==> src/rtl/paper_processor_gen.sv <==
// Parametrised paper-computer counter machine: program RAM, NUM_REGS counters,
// and a FETCH/EXEC sequencer running INC/DEC/CLR/JMP/JZ/HALT with an illegal-op trap.
module paper_processor_gen #(
  parameter  int REG_W    = 8,
  parameter  int NUM_REGS = 4,
  parameter  int PC_W     = 4,
  localparam int RSEL_W   = $clog2(NUM_REGS),
  localparam int INSTR_W  = 3 + RSEL_W + PC_W
) (
  input  logic               clk,
  input  logic               reset,
  input  logic               clk_en,
  input  logic               start,
  input  logic               prog_we,
  input  logic [PC_W-1:0]    prog_addr,
  input  logic [INSTR_W-1:0] prog_wdata,
  input  logic               reg_we,
  input  logic [RSEL_W-1:0]  reg_sel,
  input  logic [REG_W-1:0]   reg_wdata,
  input  logic [RSEL_W-1:0]  dbg_sel,
  output logic [REG_W-1:0]   dbg_data,
  output logic [PC_W-1:0]    pc,
  output logic [1:0]         state,
  output logic [INSTR_W-1:0] instr,
  output logic               busy,
  output logic               done,
  output logic               err,
  output logic               ovf
);

  typedef enum logic [1:0] {
    S_IDLE   = 2'd0,
    S_FETCH  = 2'd1,
    S_EXEC   = 2'd2,
    S_HALTED = 2'd3
  } state_e;

  typedef enum logic [2:0] {
    OP_HALT = 3'd0,
    OP_INC  = 3'd1,
    OP_DEC  = 3'd2,
    OP_JMP  = 3'd3,
    OP_JZ   = 3'd4,
    OP_CLR  = 3'd5
  } op_e;

  localparam logic [RSEL_W:0] NUM_REGS_W = (RSEL_W + 1)'(NUM_REGS);

  function automatic logic rsel_ok(input logic [RSEL_W-1:0] s);
    return {1'b0, s} < NUM_REGS_W;
  endfunction

  state_e             state_q, state_d;
  logic [PC_W-1:0]    pc_q, pc_d;
  logic [INSTR_W-1:0] instr_q, instr_d;
  logic               done_q, done_d;
  logic               err_q, err_d;
  logic               ovf_q, ovf_d;
  logic [REG_W-1:0]   regs_q [NUM_REGS];
  logic [INSTR_W-1:0] ram_q [2**PC_W];

  logic [2:0]         op;
  logic [RSEL_W-1:0]  rsel;
  logic [PC_W-1:0]    addr;
  logic [REG_W-1:0]   cur_val;
  logic [PC_W-1:0]    pc_inc;
  logic               exec_we;
  logic [REG_W-1:0]   exec_val;
  logic               load_we;

  assign op      = instr_q[INSTR_W-1 -: 3];
  assign rsel    = instr_q[PC_W +: RSEL_W];
  assign addr    = instr_q[PC_W-1:0];
  assign cur_val = rsel_ok(rsel) ? regs_q[rsel] : '0;
  assign pc_inc  = pc_q + 1'b1;

  assign busy    = (state_q == S_FETCH) || (state_q == S_EXEC);
  assign load_we = reg_we && !busy && rsel_ok(reg_sel);

  // NOTE: program RAM has no reset so it survives a mid-run abort and maps onto plain memory.
  always_ff @(posedge clk) begin
    if (prog_we && !busy) ram_q[prog_addr] <= prog_wdata;
  end

  // NOTE: every signal gets a default before the case so no path leaves one unassigned (no latches).
  always_comb begin
    state_d  = state_q;
    pc_d     = pc_q;
    instr_d  = instr_q;
    done_d   = done_q;
    err_d    = err_q;
    ovf_d    = ovf_q;
    exec_we  = 1'b0;
    exec_val = cur_val;
    if (clk_en) begin
      unique case (state_q)
        S_IDLE, S_HALTED: begin
          if (start) begin
            state_d = S_FETCH;
            pc_d    = '0;
            done_d  = 1'b0;
            err_d   = 1'b0;
            ovf_d   = 1'b0;
          end
        end
        S_FETCH: begin
          instr_d = ram_q[pc_q];
          state_d = S_EXEC;
        end
        S_EXEC: begin
          state_d = S_FETCH;
          case (op_e'(op))
            OP_HALT: begin
              done_d  = 1'b1;
              state_d = S_HALTED;
            end
            OP_INC: begin
              exec_we  = rsel_ok(rsel);
              exec_val = cur_val + 1'b1;
              if (&cur_val) ovf_d = 1'b1;
              pc_d     = pc_inc;
            end
            OP_DEC: begin
              // Floors at zero without raising any flag.
              exec_we  = rsel_ok(rsel) && (cur_val != '0);
              exec_val = cur_val - 1'b1;
              pc_d     = pc_inc;
            end
            OP_JMP: pc_d = addr;
            OP_JZ:  pc_d = (cur_val == '0) ? addr : pc_inc;
            OP_CLR: begin
              exec_we  = rsel_ok(rsel);
              exec_val = '0;
              pc_d     = pc_inc;
            end
            default: begin
              err_d   = 1'b1;
              state_d = S_HALTED;
            end
          endcase
        end
        default: state_d = S_IDLE;
      endcase
    end
  end

  // NOTE: sequential state uses non-blocking assignments so every register samples pre-edge values.
  always_ff @(posedge clk or posedge reset) begin
    if (reset) begin
      state_q <= S_IDLE;
      pc_q    <= '0;
      instr_q <= '0;
      done_q  <= 1'b0;
      err_q   <= 1'b0;
      ovf_q   <= 1'b0;
      for (int i = 0; i < NUM_REGS; i++) regs_q[i] <= '0;
    end else begin
      state_q <= state_d;
      pc_q    <= pc_d;
      instr_q <= instr_d;
      done_q  <= done_d;
      err_q   <= err_d;
      ovf_q   <= ovf_d;
      // Exec and preload never collide: exec only happens while busy.
      if (exec_we)      regs_q[rsel]    <= exec_val;
      else if (load_we) regs_q[reg_sel] <= reg_wdata;
    end
  end

  assign dbg_data = rsel_ok(dbg_sel) ? regs_q[dbg_sel] : '0;
  assign pc       = pc_q;
  assign state    = state_q;
  assign instr    = instr_q;
  assign done     = done_q;
  assign err      = err_q;
  assign ovf      = ovf_q;

endmodule
==> config.mk <==
export PLATFORM = sky130hd
export DESIGN_NAME = paper_processor_gen
export DESIGN_NICKNAME = d
export VERILOG_FILES = /design/src/rtl/paper_processor_gen.sv
export SDC_FILE = /design/constraint.sdc
export NUM_CORES = 1
export LEC_CHECK = 0
export ABC_AREA = 0
export BUFFER_PORTS_ARGS = -buffer_cell sky130_fd_sc_hd__buf_2
export CORE_MARGIN = 4
export CORE_UTILIZATION = 57
export CTS_BUF_LIST = sky130_fd_sc_hd__clkbuf_4 sky130_fd_sc_hd__clkbuf_8
export DETAILED_ROUTE_END_ITERATION = 6
export PLACE_DENSITY = 0.76
export SKIP_CTS_REPAIR_TIMING = 1
export SLEW_MARGIN = 20
export SYNTH_ARGS = -nofsm -noshare
export SYNTH_HDL_FRONTEND = slang
export SYNTH_SLANG_ARGS = --single-unit
==> constraint.sdc <==
create_clock -name clk -period 3.1 [get_ports clk]
set_input_delay 0 -clock clk [delete_from_list [all_inputs] [get_ports clk]]
set_output_delay 0 -clock clk [all_outputs]
set_load 0.05 [all_outputs]
---- After elaboration in Yosys (flattened, before gate mapping) ----
Memory sizes are Yosys's and may differ from the RTL's. A register that Yosys moved wholly into a read port is not among the register bits.
Index checks and enable logic that the tools add are counted.
storage, ports and cells
  bits in registers ....................... 41
  RAM bits ................................ 144
  bits of input ports ..................... 31
  output and inout port bits .............. 27
  logic and storage cells ................. 96
  memories kept ........................... 1
memories
  memory  words  width  read ports  clocked after Yosys merged registers in  write ports  RTL line  text
  ram_q   16     9      1           1                                        1            60        logic [INSTR_W-1:0] ram_q [2**PC_W];
operators by class
  add/subtract/negate cells ............... 3
  magnitude comparators ................... 5
  equal/unequal tests ..................... 14
  multiplexer cells ....................... 37
  bitwise operators ....................... 3
  reductions and logical operators ........ 24
operators by type and width
  cell                                                    number
  bitwise mux 32 bit                                      2
  two-way mux 32 bit                                      2
  two-way mux 8 bit                                       8
  binary-select mux 8 bit (select 2 bit)                  2
  demux 8 bit (select 2 bit)                              2
  one-hot mux 8 bit (3 select lines)                      1
  one-hot mux 4 bit (3 select lines)                      1
  AND reduction 4 bit                                     3
  >= comparator 3 bit (second input constant)             3
  two-way mux 1 bit                                       9
  inverter 2 -> 3 bit                                     3
  adder 8 x 1 -> 8 bit (second input constant)            1
  logical NOT 8 bit                                       1
  two-way mux 4 bit                                       2
  one-hot mux 1 bit (2 select lines)                      4
  one-hot mux 4 bit (2 select lines)                      1
  AND reduction 8 bit                                     1
  nonzero test 8 bit                                      1
  subtractor 8 x 1 -> 8 bit (second input constant)       1
  equality test 3 x 2 -> 1 bit (second input constant)    2
  equality test 3 bit (second input constant)             2
  < comparator 3 x 1 -> 1 bit (second input constant)     2
  inequality test 2 x 1 -> 1 bit (second input constant)  3
  one-hot mux 2 bit (3 select lines)                      1
  19 further kinds                                        28

---- Depth between registers and ports, before layout ----
Gate-level depths: netlist of run 1.
  word-level depth ........................ 10
  depth in mapped cells ................... 12
  mapped depth without buffers ............ 10

---- Least setup slack after synthesis of run 1 ----
OpenSTA, ideal clock, no wires.
  kind .................................... register to register
  start ................................... reg instr_q[8], in the netlist instr[8], read port of ram_q
  end ..................................... reg regs_q[15] (netlist bit)
  library setup time ...................... 0.143 ns
  arrival time ............................ 3.127 ns
  data required time ...................... 2.957 ns
  slack ................................... -0.170 ns
  stages on the path, launching flop included .. 13
  path buffers ............................ 2
  clock period less this slack ............ 3.270 ns
  cells stage by stage .................... dfrtp_1 > clkbuf_1 > or3b_2 > clkbuf_1 > inv_1 > ha_1 > a21oi_1 > o221ai_1 > o21a_1 > a211oi_1 > o31ai_1 > a31oi_1 > a211oi_1
on the way
  cells in the longest elaborated chain, start to end .. 6
  elaborated cells on any way between the ends .. 13
  classes of those cells .................. eq/ne (3); mux (8); reduce/logical (2)
ends and longest elaborated chain
  item                                                                      RTL line  text
  start: declaration                                                        55        logic [INSTR_W-1:0] instr_q, instr_d;
  equality test 3 bit (tied with other cells)                               112       case (op_e'(op))
  one-hot mux 8 bit (3 select lines) or OR reduction 2 bit (tied branches)  --
  two-way mux 8 bit or one-hot mux 1 bit (2 select lines) (tied branches)   96, 112
  two-way mux 8 bit or two-way mux 1 bit (tied branches)                    95, 96
  bitwise mux 32 bit or two-way mux 1 bit (tied branches)                   165, 95
  two-way mux 32 bit or nonzero test 2 bit (tied branches)                  --
  end signal: indexed assignment                                            165       if (exec_we) regs_q[rsel] <= exec_val;
  end signal: indexed assignment                                            166       else if (load_we) regs_q[reg_sel] <= reg_wdata;
  end: declaration                                                          59        logic [REG_W-1:0] regs_q [NUM_REGS];
Parallel ways exist; a longest one is shown, timed or not.
A chain may end at the register's enable or synchronous reset.

---- Final worst setup path of run 1 ----
  start ................................... reg instr_q[4], in the netlist instr[4], read port of ram_q
  end ..................................... reg regs_q[4] (netlist bit)
on the way
  cells in the longest elaborated chain, start to end .. 10
  elaborated cells on any way between the ends .. 21
  classes of those cells .................. add/sub (2); order compare (2); mux (13); bitwise (1); reduce/logical (3)
ends and longest elaborated chain
  item                                                               RTL line  text
  inverter 2 -> 3 bit (not written as such) *                        74, 165
  binary-select mux 8 bit (select 2 bit)                             74        assign cur_val = rsel_ok(rsel) ? regs_q[rsel] : '0;
  two-way mux 8 bit (not written as such) (2 in series)              74
  subtractor 8 x 1 -> 8 bit or adder 8 x 1 -> 8 bit (tied branches)  126, 119
  one-hot mux 8 bit (3 select lines)                                 112
  two-way mux 8 bit                                                  96        unique case (state_q)
  two-way mux 8 bit                                                  95        if (clk_en) begin
  bitwise mux 32 bit                                                 165
  two-way mux 32 bit                                                 165
Every way passes the cells marked *; elsewhere a longest branch is shown, timed or not. The select of a mux whose other input is x is not followed.

==> key figures, run 1 <==
Run status
  – Status: finished, final reports clean

Worst setup path
  – Crit. End Element: flip-flop
  – Worst Path Max Fanout: 6
  – Slowest-stage cell, CP: dfrtp_4
  – Crit Path Class: flip-flop to flip-flop
  – Crit path max-delay family: compound AO/OA/AOI/OAI gates
  – Reg2Reg Setup Slack: about 0.086 ns
  – Req. time, crit path: around 3.5 ns
  – Critical Path Start Type: flip-flop
  – Delay of the slowest critical-path stage: between 0.5 and 0.6 ns
  – WP buf/inv: 2
  – CP arrival: 3.38 ns
  – Critical Path, Cell by Cell: buf_12 -> mux4_2 -> fa_1 -> a21o_1 -> a21oi_1 -> xnor2_1 -> a22oi_1 -> buf_4 -> nand2_1 -> o221a_1

Global route
  – Initial antenna violation count: 0
  – Vias in the first global route: 5812
  – First-pass GRT wire length: around 33000 um
  – Largest net degree at the start of global routing: 34
  – Gr ovfl total: 0
  – All-layer global routing usage: 0.248

Placed design
  – Post-DP Area: between 9000 and 10000 um2
  – Placed insts: around 870
  – IO Port Bufs: 57
  – Dpl hpwl: about 15000 um
  – Global placement routability congestion: ~0.89

Finish
  – Non-Filler Instances: roughly 920
  – Antenna diode count: 0
  – Final Cell Area: 10300 um2
  – Commonest cells after routing, fill and taps aside: edfxtp_1, nand2_1, buf_2
  – Final nets: ~770
  – Layout cells sized above 1: 0.289
  – Area grow syn2layout: 17.0%
  – Final core occ: 0.680
  – Most common cell after layout, fill and taps aside: edfxtp_1

Yosys
  – Synth Flop Type: edfxtp_1
  – Top post-synthesis cells by area: edfxtp_1, dfrtp_1, mux4_2, mux2i_1, nand2_1
  – Synth top area share: 0.491
  – Mapped Cells: 605
  – Yosys warnings: 0
  – Post-synth ARST share: 0.258
  – Cell taking the most area after synthesis: edfxtp_1
  – Post-synthesis sequential area ratio: 0.634
  – Mapped cell area: about 9000 um2
  – Syn Nets: 647
  – Syn avg cell area: 14.5 um2
  – Seq cells post-synth: between 150 and 200
  – Number of enable flip-flop cells after synthesis: between 100 and 150
  – Cell variety after synth: 59

CTS
  – Clock slew at reported path FFs: around 0.11 ns
  – Skew-Pair Late Insertion Delay: 0.47 ns
  – Num CTS Buffers: 17
  – Clock Path Buffers: 2
  – Clock Tree Root: clkbuf_8
  – CTS Sinks: a little under 200
  – CTS tree: yes
  – Htree depth: 4

Timing
  – Setup TNS: 0 ns
  – Slew of the pin with the lowest slew margin: between 0.7 and 0.8 ns
  – Final setup fails: 0
  – F_max: approximately 0.33 GHz
  – Setup repair after global routing missed its margin: no
  – Hold Violations, Final: 0
  – Fin crit share: 0.972
  – Slew headroom: 0.516
  – Final worst path period need: between 3 and 4 ns
  – Clock skew: roughly 0.019 ns
  – Final slew viol count: 0

Power and ir drop
  – Logic gate share of total power: 0.439
  – Peak VDD IR: between 0.0006 and 0.0007 V
  – Switching part of the total power: 0.416
  – Psw: 3.83 mW
  – Power share of the sequential group: 0.379
  – Internal cell power: around 5.4 mW
  – Pwr dens: roughly 900 nW/um2
  – P_leak: around 3.8 nW
  – Clock power share: 0.182

Route
  – Met3 wire len: approximately 1300 um
  – DR iter-0 viols: approximately 830
  – Vias: slightly below 6000
  – Avg WL per Cell: around 23 um
  – Drt via density: 6.41
  – # DRC: 0
  – WL met1: approximately 8500 um
  – Met2 wire len: roughly 11000 um
  – ANT nets after route: 0
  – Routed wire length: 21500 um
  – Detailed Routing Iterations Pass 1: 5
  – Highest metal used: met4

Floorplan
  – Initial Util: 0.581
  – CORE AREA: 15100 um2
  – Row cnt: 45
  – Die H: about 130 um
  – Die area: 17500 um2
  – Die width: around 130 um
  – # IOs: a little under 60

Job
  – Max-cap violations: 0

Worst hold path
  – HP Class: primary input to flip-flop
## through the flow
stage	power (mW)	worst slack [ns]	hold WS [ns]
6_report	9.23	0.0860	0.0416
5_1_grt	9.71	0.0187	0.0332
4_1_cts	9.01	-0.0902	-0.367
3_5_place_dp	7.36	-0.0942	0.157
3_3_place_gp	7.26	-0.0298	0.162
2_1_floorplan	6.22	0.00946	0.0989
## cells in the mapped netlist (2+ instances only)
cell type	instances
nor3_1	11
a221o_1	5
a31oi_1	3
a21o_1	11
nand2b_1	7
nand3b_1	3
nand2_1	58
buf_2	2
o221a_1	5
mux2i_1	24
nand2_2	2
o21ai_0	21
o21ai_1	5
xnor2_1	4
o21a_1	2
buf_1	8
nor4_1	3
o211ai_1	4
o221ai_1	20
nand3_1	5
inv_1	10
nor2_2	3
nand4_1	2
o22ai_1	6
dfrtp_1	50
a22oi_1	5
clkbuf_1	18
a211oi_1	4
ha_1	10
edfxtp_1	144
o21ai_2	3
nor2b_1	6
mux4_2	43
nor2_1	45
a21oi_1	23
o31ai_1	2
xor2_1	3
or2_2	2
or3_1	3
## final timing paths
path	start	endpoint	cells past startpoint
max	instr[4]	regs_q[4]	10
min	prog_addr[2]	ram_q[15][0]	3
max reg2reg	instr[4]	regs_q[4]	10
min reg2reg	err	err	2
max in group asynchronous	reset	pc[0]	4
min in group asynchronous	reset	regs_q[15]	3
## layout make-up
type,instances,area [um2]
clock buffers,17,234
clock inverters,15,184
fillers,1033,4850
inverters,10,37.5
multi-input cells,372,3130
flip-flops and latches,194,5580
well taps,188,235
repair buffers,128,896
## per-layer routing
| layer | vias to the layer above | GRT usage |
|---|---|---|
| li1 | 2618 | - |
| met1 | 2951 | 0.328 |
| met2 | 318 | 0.415 |
| met3 | 38 | 0.0466 |
| met4 | 0 | 0.0935 |
| met5 | - | 0 |
## sequential cells by signal, indices dropped and copies added (netlist names)
signal  flops
instr       9
pc          4
ram_q     144
err         1
regs_q     32
ovf         1
state       2
done        1
## power groups by stage
stage	Clock (mW)	Sequential [mW]	Combinational [mW]
after floorplan	0	3.71	2.52
after global placement	0	3.54	3.73
after detailed placement	0	3.56	3.80
after CTS	1.69	3.50	3.81
after global routing	1.82	3.54	4.34
final	1.67	3.50	4.05
## worst register-to-register path, cell delays in order (launching register included)
cell,delay [ns]
dfrtp_4,0.53
buf_12,0.15
mux4_2,0.51
fa_1,0.48
a21o_1,0.20
a21oi_1,0.21
xnor2_1,0.09
a22oi_1,0.35
buf_4,0.20
nand2_1,0.06
o221a_1,0.15
## logic make-up (layout without fill, tap and decap cells)
family          Yosys count  after routing  share of synthesized area
simple gates            158            158                     0.0833
mux                      67             67                      0.137
compound gates          129            129                      0.105
flops                   194            194                      0.634
xor+xnor                  7              7                    0.00697
fa+ha+maj                11             11                     0.0165
buf+inv                  39            170                     0.0178
Power figures use the tool's default switching activity.
==> run 2: changes to the inputs <==
--- a/config.mk
+++ b/config.mk
@@ -7,11 +7,12 @@
 export LEC_CHECK = 0
 export ABC_AREA = 0
 export BUFFER_PORTS_ARGS = -buffer_cell sky130_fd_sc_hd__buf_2
+export CAP_MARGIN = 20
 export CORE_MARGIN = 4
 export CORE_UTILIZATION = 57
 export CTS_BUF_LIST = sky130_fd_sc_hd__clkbuf_4 sky130_fd_sc_hd__clkbuf_8
 export DETAILED_ROUTE_END_ITERATION = 6
-export PLACE_DENSITY = 0.76
+export PLACE_DENSITY_LB_ADDON = 0.3
 export SKIP_CTS_REPAIR_TIMING = 1
 export SLEW_MARGIN = 20
 export SYNTH_ARGS = -nofsm -noshare
==> key figures, run 2 (synthesis gave the netlist of run 1 again) <==
Run status
  – Status: finished, violations left
  – Failing checks: hold timing

Worst setup path
  – Worst Path Max Fanout: 11
  – Crit Path Class: flip-flop to flip-flop
  – Delay of the slowest critical-path stage: 0.54 ns
  – Crit. End Element: flip-flop
  – CP arrival: around 3.4 ns
  – Critical Path Start Type: flip-flop
  – Most common cell on crit path: buf_4
  – Critical Path, Cell by Cell: buf_4 -> buf_4 -> mux4_2 -> or4_4 -> o31a_2 -> and3b_2 -> a21o_1 -> a21oi_1
  – WP buf/inv: 2
  – Slowest-stage cell, CP: or4_4
  – Req. time, crit path: ~3.5 ns
  – Crit path max-delay family: simple AND/OR/NAND/NOR gates

Finish
  – Area grow syn2layout: 17.0%
  – Number of flip-flops in the largest register: ~140
  – Antenna diode count: 0
  – Fillers: approximately 1000
  – Reg area: approximately 5600 um2
  – Layout cells sized above 1: 0.289
  – Most common cell after layout, fill and taps aside: edfxtp_1
  – Commonest cells after routing, fill and taps aside: edfxtp_1, nand2_1, buf_2
  – Largest Register: ram_q
  – Final Cell Area: 10300 um2
  – Multi-input logic area: between 3000 and 4000 um2
  – Final nets: between 700 and 800

Job
  – Max-cap violations: 0

Power and ir drop
  – Clock power share: 0.191
  – Psw: 3.79 mW
  – Peak VDD IR: 0.000475 V
  – Switching part of the total power: 0.406
  – Internal cell power: 5.55 mW
  – Power share of the sequential group: 0.370
  – P_leak: ~3.7 nW
  – Logic gate share of total power: 0.439
  – Pwr dens: roughly 910 nW/um2

Route
  – Drt via density: 6.45
  – ANT nets after route: 0
  – Avg WL per Cell: ~23 um
  – Vias: approximately 5900
  – DR iter-0 viols: between 600 and 700
  – Routed wire length: 20900 um
  – Detailed Routing Iterations Pass 1: 7
  – # DRC: 0

Floorplan
  – Initial Util: 0.581
  – # IOs: 58
  – CORE AREA: around 15000 um2
  – Row cnt: 45
  – Die area: between 15000 and 20000 um2
  – Die width: about 130 um
  – Die H: 132 um

Placed design
  – DP Worst Slack: -0.184 ns
  – Post-DP Area: 9500 um2
  – Global placement routability congestion: between 0.9 and 1
  – IO Port Bufs: 57
  – Dpl hpwl: 14300 um

CTS
  – CTS Sinks: 194
  – Clock Path Buffers: 2
  – Clock slew at reported path FFs: roughly 0.13 ns
  – CTS tree: yes
  – Clock Tree Root: clkbuf_8
  – Skew-Pair Late Insertion Delay: approximately 0.48 ns
  – Num CTS Buffers: 17
  – Htree depth: 4

Global route
  – Gr ovfl total: 0
  – First-pass GRT wire length: roughly 33000 um
  – Vias in the first global route: about 5800
  – All-layer global routing usage: 0.241
  – Largest net degree at the start of global routing: 51
  – Initial antenna violation count: 0

Timing
  – F_max: 0.327 GHz
  – Final setup fails: 0
  – Clock skew: between 0.02 and 0.03 ns
  – Fin crit share: 0.986
  – Final Hold Slack: -0.00482 ns
  – Hold Violations, Final: 1
  – Slew headroom: 0.383
  – Final slew viol count: 0
  – Slew of the pin with the lowest slew margin: 0.919 ns
  – Setup repair after global routing missed its margin: yes
  – Final setup margin: 0.0433 ns
  – Final worst path period need: 3.06 ns

Worst hold path
  – HP Class: primary input to flip-flop
run 2: cell type report:
type,instances,area share
tap,188,0.0228
clock buffer,18,0.0234
clock inverter,14,0.0200
sequential,194,0.542
multi-input combinational,372,0.307
timing repair buffer,121,0.0804
inverter,10,0.00377
run 2: worst paths after layout:
path | from | endpoint | slack, ns | cells after the start
max | instr[4] | regs_q[17] | 0.04 | 8
min | start | state[0] | -0.005 | 4
max reg2reg | instr[4] | regs_q[17] | 0.04 | 8
min reg2reg | err | err | 0.51 | 2
max in group asynchronous | reset | instr[4] | 2.22 | 3
min in group asynchronous | reset | ovf | 0.19 | 3
run 2: power by group through the flow:
stage | Sequential (mW) | Clock (mW) | Combinational (mW)
global route | 3.50 | 1.94 | 4.37
finish | 3.46 | 1.79 | 4.10
CTS | 3.46 | 1.82 | 3.84
detailed placement | 3.52 | 0 | 3.83
global placement | 3.51 | 0 | 3.75
floorplan | 3.71 | 0 | 2.52
run 2: through the flow:
step | std cells | TNS (ns) | hold WS, ns | util | power [mW]
after floorplan | 605 | 0 | 0.0989 | - | 6.22
after global placement | 859 | -0.242 | 0.277 | 0.627 | 7.26
after detailed placement | 859 | -0.772 | 0.287 | 0.627 | 7.35
after CTS | 891 | -1.12 | -0.220 | 0.657 | 9.12
after global routing | 917 | -0.271 | 0.00812 | 0.680 | 9.81
final | 917 | 0 | -0.00482 | 0.680 | 9.35
run 2: routing by layer:
layer  wire [um]  GRT usage
met1        8310      0.316
met2       10500      0.403
met3        1460     0.0553
met4         578     0.0826
met5           0          0
run 2: worst reg2reg max path: stages, from the launching register on:
cell     delay [ns]
dfrtp_4        0.53
buf_4          0.18
buf_4          0.15
mux4_2         0.48
or4_4          0.54
o31a_2         0.45
and3b_2        0.33
a21o_1         0.20
a21oi_1        0.14
